<file path="src/rtl/fp16_to_int8_pkg.sv">
// fp16_to_int8_pkg: shared FP16/INT8 constants and types for the FP16 -> INT8 quantiser.
package fp16_to_int8_pkg;
    localparam int EXP_W = 5;
    localparam int MAN_W = 10;
    localparam int FP16_EXP_BIAS = 15;
    localparam int INT8_MAX = 127;
    localparam int INT8_MIN = -128;
    localparam int EXP_OVF = 23;
    localparam int ROUND_RNE = 0;
    localparam int ROUND_TRUNC = 1;
    localparam int ALIGN_LSB = FP16_EXP_BIAS + MAN_W;

    typedef struct packed {
        logic             sign;
        logic [EXP_W-1:0] exp;
        logic [MAN_W-1:0] man;
    } fp16_t;

    typedef struct packed {
        logic       sign;
        logic       nan;
        logic       inf;
        logic       zero;
        logic       ovf;
        logic [7:0] mag;
        logic       guard;
        logic       sticky;
    } s1_t;

    localparam int S1_W = $bits(s1_t);
endpackage

</file>
<file path="src/rtl/fp16_to_int8_round.sv">
// fp16_to_int8_round: combinational round and saturate of a decoded FP16 magnitude to INT8.
module fp16_to_int8_round
    import fp16_to_int8_pkg::*;
#(
    parameter int ROUND_MODE = ROUND_RNE
) (
    input  logic [S1_W-1:0] s1_bits,
    output logic [7:0]      res,
    output logic            sat,
    output logic            nan
);
    s1_t        s;
    logic       inc;
    logic [8:0] rnd;
    logic       mag_ovf;

    always_comb begin
        s = s1_t'(s1_bits);
        inc = (ROUND_MODE == ROUND_RNE) && s.guard && (s.sticky || s.mag[0]);
        rnd = {1'b0, s.mag} + 9'(inc);
        // negative side reaches one further than positive
        mag_ovf = s.sign ? rnd > 9'(-INT8_MIN) : rnd > 9'(INT8_MAX);
        nan = s.nan;
        sat = !s.nan && !s.zero && (s.inf || s.ovf || mag_ovf);
        res = (s.nan || s.zero) ? 8'h00 :
              sat ? (s.sign ? 8'(INT8_MIN) : 8'(INT8_MAX)) :
              s.sign ? 8'(-rnd) : rnd[7:0];
    end
endmodule

</file>
<file path="src/rtl/fp16_to_int8_stream.sv">
// fp16_to_int8_stream: 2-stage FP16 -> INT8 quantiser with valid/ready backpressure.
// Defining FP16TOINT8_SAT_CNT_EN adds sat_clr/sat_cnt, a saturating count of clamped outputs.
module fp16_to_int8_stream
    import fp16_to_int8_pkg::*;
#(
    parameter int ROUND_MODE = ROUND_RNE
`ifdef FP16TOINT8_SAT_CNT_EN
    ,
    parameter int CNT_W = 16
`endif
) (
    input  logic        clk,
    input  logic        rst,
    input  logic        in_valid,
    output logic        in_ready,
    input  logic [15:0] in_data,
    output logic        out_valid,
    input  logic        out_ready,
    output logic [7:0]  out_data,
    output logic        out_sat,
    output logic        out_nan
`ifdef FP16TOINT8_SAT_CNT_EN
    ,
    input  logic             sat_clr,
    output logic [CNT_W-1:0] sat_cnt
`endif
);
    fp16_t       f;
    logic [32:0] aligned;
    s1_t         dec, s1_d, s1_q;
    logic        s1_valid_d, s1_valid_q, s1_adv;
    logic        out_valid_d, out_valid_q;
    logic [7:0]  out_data_d, out_data_q, rnd_data;
    logic        out_sat_d, out_sat_q, rnd_sat;
    logic        out_nan_d, out_nan_q, rnd_nan;

    always_comb begin
        f = fp16_t'(in_data);
        // value * 2^ALIGN_LSB as an integer: bits above ALIGN_LSB are the integer part
        aligned = {22'b0, 1'b1, f.man} << f.exp;
        dec.sign = f.sign;
        dec.nan = (&f.exp) && (|f.man);
        dec.inf = (&f.exp) && !(|f.man);
        dec.zero = !(|f.exp);
        dec.ovf = f.exp >= 5'(EXP_OVF);
        dec.mag = aligned[ALIGN_LSB +: 8];
        dec.guard = aligned[ALIGN_LSB-1];
        dec.sticky = |aligned[ALIGN_LSB-2:0];
        s1_adv = !out_valid_q || out_ready;
        in_ready = !s1_valid_q || s1_adv;
        s1_valid_d = in_ready ? in_valid : s1_valid_q;
        s1_d = (in_valid && in_ready) ? dec : s1_q;
        out_valid_d = s1_adv ? s1_valid_q : out_valid_q;
        out_data_d = (s1_valid_q && s1_adv) ? rnd_data : out_data_q;
        out_sat_d = (s1_valid_q && s1_adv) ? rnd_sat : out_sat_q;
        out_nan_d = (s1_valid_q && s1_adv) ? rnd_nan : out_nan_q;
    end

    fp16_to_int8_round #(.ROUND_MODE(ROUND_MODE)) u_round (
        .s1_bits(s1_q),
        .res    (rnd_data),
        .sat    (rnd_sat),
        .nan    (rnd_nan)
    );

    always_ff @(posedge clk) begin
        if (rst) begin
            s1_valid_q <= 1'b0;
            s1_q <= '0;
            out_valid_q <= 1'b0;
            out_data_q <= 8'h00;
            out_sat_q <= 1'b0;
            out_nan_q <= 1'b0;
        end else begin
            s1_valid_q <= s1_valid_d;
            s1_q <= s1_d;
            out_valid_q <= out_valid_d;
            out_data_q <= out_data_d;
            out_sat_q <= out_sat_d;
            out_nan_q <= out_nan_d;
        end
    end

    assign out_valid = out_valid_q;
    assign out_data = out_data_q;
    assign out_sat = out_sat_q;
    assign out_nan = out_nan_q;

`ifdef FP16TOINT8_SAT_CNT_EN
    logic [CNT_W-1:0] sat_cnt_d, sat_cnt_q;

    always_comb
        sat_cnt_d = sat_clr ? '0 :
                    (out_valid_q && out_ready && out_sat_q && !(&sat_cnt_q)) ? sat_cnt_q + CNT_W'(1) :
                    sat_cnt_q;

    always_ff @(posedge clk) begin
        if (rst) sat_cnt_q <= '0;
        else sat_cnt_q <= sat_cnt_d;
    end

    assign sat_cnt = sat_cnt_q;
`endif
endmodule
</file>
<file path="config.mk">
export PLATFORM = sky130hd
export DESIGN_NAME = fp16_to_int8_stream
export DESIGN_NICKNAME = d
export VERILOG_FILES = /design/src/rtl/fp16_to_int8_pkg.sv /design/src/rtl/fp16_to_int8_round.sv /design/src/rtl/fp16_to_int8_stream.sv
export SDC_FILE = /design/constraint.sdc
export NUM_CORES = 1
export LEC_CHECK = 0
export CAP_MARGIN = 20
export CORE_MARGIN = 2
export CORE_UTILIZATION = 60
export DETAILED_ROUTE_END_ITERATION = 10
export DONT_BUFFER_PORTS = 1
export PLACE_DENSITY_LB_ADDON = 0.08
export SLEW_MARGIN = 15
export SYNTH_ARGS = -nofsm -noshare
export SYNTH_HDL_FRONTEND = slang
export SYNTH_SLANG_ARGS = --single-unit
</file>
<file path="constraint.sdc">
create_clock -name clk -period 4.1 [get_ports clk]
set_clock_uncertainty 0.05 [all_clocks]
set_input_delay 1.025 -clock clk [delete_from_list [all_inputs] [get_ports clk]]
set_output_delay 1.025 -clock clk [all_outputs]
set_load 0.01 [all_outputs]
</file>
==> results.cfg <==
[place]
place.gp.congestion = 0.902
port_buffers = 0
hpwl_um = 3810
preCtsSetupSlack_ns = 1.32

[route]
vias_per_cell = 6.48
drt_iter0_markers = 146
drtAntennaViolNets = 0
drc = 0
wl_per_cell_um = 16.1
drt-total-wl_um = 4970
drtPass1Iterations = 4
vias = 2003

[global_route]
grt_max_degree = 25
grt_pass1_wl_um = 8600
grt_pass1_vias = 1905
antenna_found_initial = 0
overflow = 0
grt_usage = 0.254

[clock_network]
cts_buffers = 3
clk_latency_ns = 0.28
clkTransAtPathRegs_ns = 0.09
cts.sinks = 27
cts_resized = 0
cts_max_level = 1
cts_tree = done
root_buffer = clkbuf_8
clk_path_buf_depth = 2
cts_setup_buffers = 0
hold_buffers = 0

[sta]
finalHoldViolations = 0
min_period_ns = 2.82
hold_slack_ns = 0.451
maxSlewViolCount = 0
max_freq_mhz = 354
finalSetupViolCount = 0
worstMarginPinSlew_ns = 0.864
max-slew-margin-rel = 0.419
setup_ws_ns = 1.28
period_share = 0.688
rsz0062_at_grt = no
setup_tns_ns = 0

[power]
p_total_mw = 0.582
power_density_mw_per_mm2 = 261
cellLeakagePower_nw = 0.816
ir_drop_mv = 0.154

[yosys]
synth_edf_count = 0
synthTopCellsByCount = nor2_1 (35), dfxtp_1 (27), nand2_1 (26)
avgSynthCellArea_sq_um = 8.09
ys_top_cells_by_area = dfxtp_1 (24%), mux4_2 (7.0%), nor2_1 (5.9%)
seq_area_frac_synth = 0.241
synth_area_sq_mm = 0.00224
syn_nets = 301
post-synth-top-count-cell = nor2_1
ys_types = 60
synthCells = 277
synth_flop_cell = dfxtp_1
synth.largest_area_cell = dfxtp_1
synth.ff_latch_count = 27
async_flop_share = 0
synth_top_area_frac = 0.241
ys_warn_count = 0

[floorplan]
initial_core_util = 0.617
die_w_um = 65.1
die_y_um = 65.1
core_area_sq_mm = 0.00363
row_count = 22
io-pin-count = 32
dieArea_sq_mm = 0.00424

[cells_and_area]
syn2layout_area_growth_pct = -0.558
fin_nets = 286
final_util = 0.613
num_antenna_cells = 0
drive_gt1_frac = 0.0881

[worst_setup_path]
critPathBufInv = 0
worstPathCellList = o21a_1 > ha_1 > nand3_4 > o21ai_0 > nand4_1 > nor4_1 > o31a_1 > a22o_1
worstPathArrival_ns = 2.99
critical_path_class = flop to flop
path_delay_family = simple AND/OR/NAND/NOR gates
slowest_delay_ns = 0.74
critical_path.slowest_cell = nor4_1
worstSetupStartpointType = flop
end_kind = flop
worstPathRequired_ns = 4.27
path_max_fanout = 7

[run_status]
status = complete, no violations

[flow_run]
maxCapViolCount = 0

[worst_hold_path]
hp-class = flop to flop
## area by class of cell
type | instances | area, sq um
inverters | 7 | 26.3
well taps | 48 | 60.1
flip-flops and latches | 27 | 541
repair buffers | 1 | 7.51
clock buffers | 3 | 41.3
clock inverters | 1 | 8.76
fillers | 330 | 1410
multi-input cells | 222 | 1540
## routing by layer
layer,global-route usage,up-vias,share of wire
li1,-,1004,-
met1,0.353,950,0.50
met2,0.402,45,0.45
met3,0.0462,4,0.041
met4,0.0807,0,0.0078
met5,0,-,0
## placed cells by master, fill, tap and decap left out, drive strengths merged, types with 3 or more instances in the layout
cell type / n
a21oi: 12
a22o: 4
a22oi: 12
clkbuf: 3
dfxtp: 27
ha: 4
inv: 8
mux2: 4
mux2i: 7
mux4: 7
nand2: 26
nand2b: 6
nand3: 8
nand4: 3
nor2: 35
nor2b: 3
nor3: 6
nor4: 7
o211ai: 5
o21a: 4
o21ai: 13
o22ai: 3
or3: 5
xnor2: 10
xor2: 4
## sequential cells by signal, indices dropped and copies added (netlist names)
name	cells
out_nan	1
out_valid	1
out_sat	1
out_data	8
s1_valid_q	1
s1_q	15
## where the power goes
part	total [mW]	leakage [nW]	internal, mW	switching (mW)
Sequential	0.288	0.220	0.273	0.0154
Combinational	0.134	0.571	0.0657	0.0679
Clock	0.160	0.0261	0.0714	0.0888
## worst register-to-register path, delay by kind of cell, from the launching register on
family                   cells  cell delay (ns)
AO/OA/AOI/OAI                4             0.95
adder cells (fa/ha/maj)      1             0.34
flip-flops                   1             0.39
AND/OR/NAND/NOR              3             1.04
## worst paths after layout
check / to / slack (ns) / from / cells after the start
setup / recovery: out_data[5] / 1.28 / s1_q[2] / 8
hold / removal: s1_q[2] / 0.45 / s1_q[2] / 2
setup reg to reg: out_data[5] / 1.28 / s1_q[2] / 8
hold reg to reg: s1_q[2] / 0.45 / s1_q[2] / 2
## stage by stage
step | instance area [sq um] | cells
final | 2230 | 309
after global routing | 2230 | 309
after CTS | 2230 | 309
after detailed placement | 2180 | 305
after global placement | 2180 | 305
after floorplan | 2240 | 277
## kinds of logic after synthesis
group	share of synthesized area
buffers and inverters	0.0698
XOR/XNOR	0.0547
AO/OA/AOI/OAI	0.244
flip-flops	0.241
adder cells (fa/ha/maj)	0.0223
multiplexers	0.122
AND/OR/NAND/NOR	0.246
No activity file was read; power rests on OpenSTA's default activity.
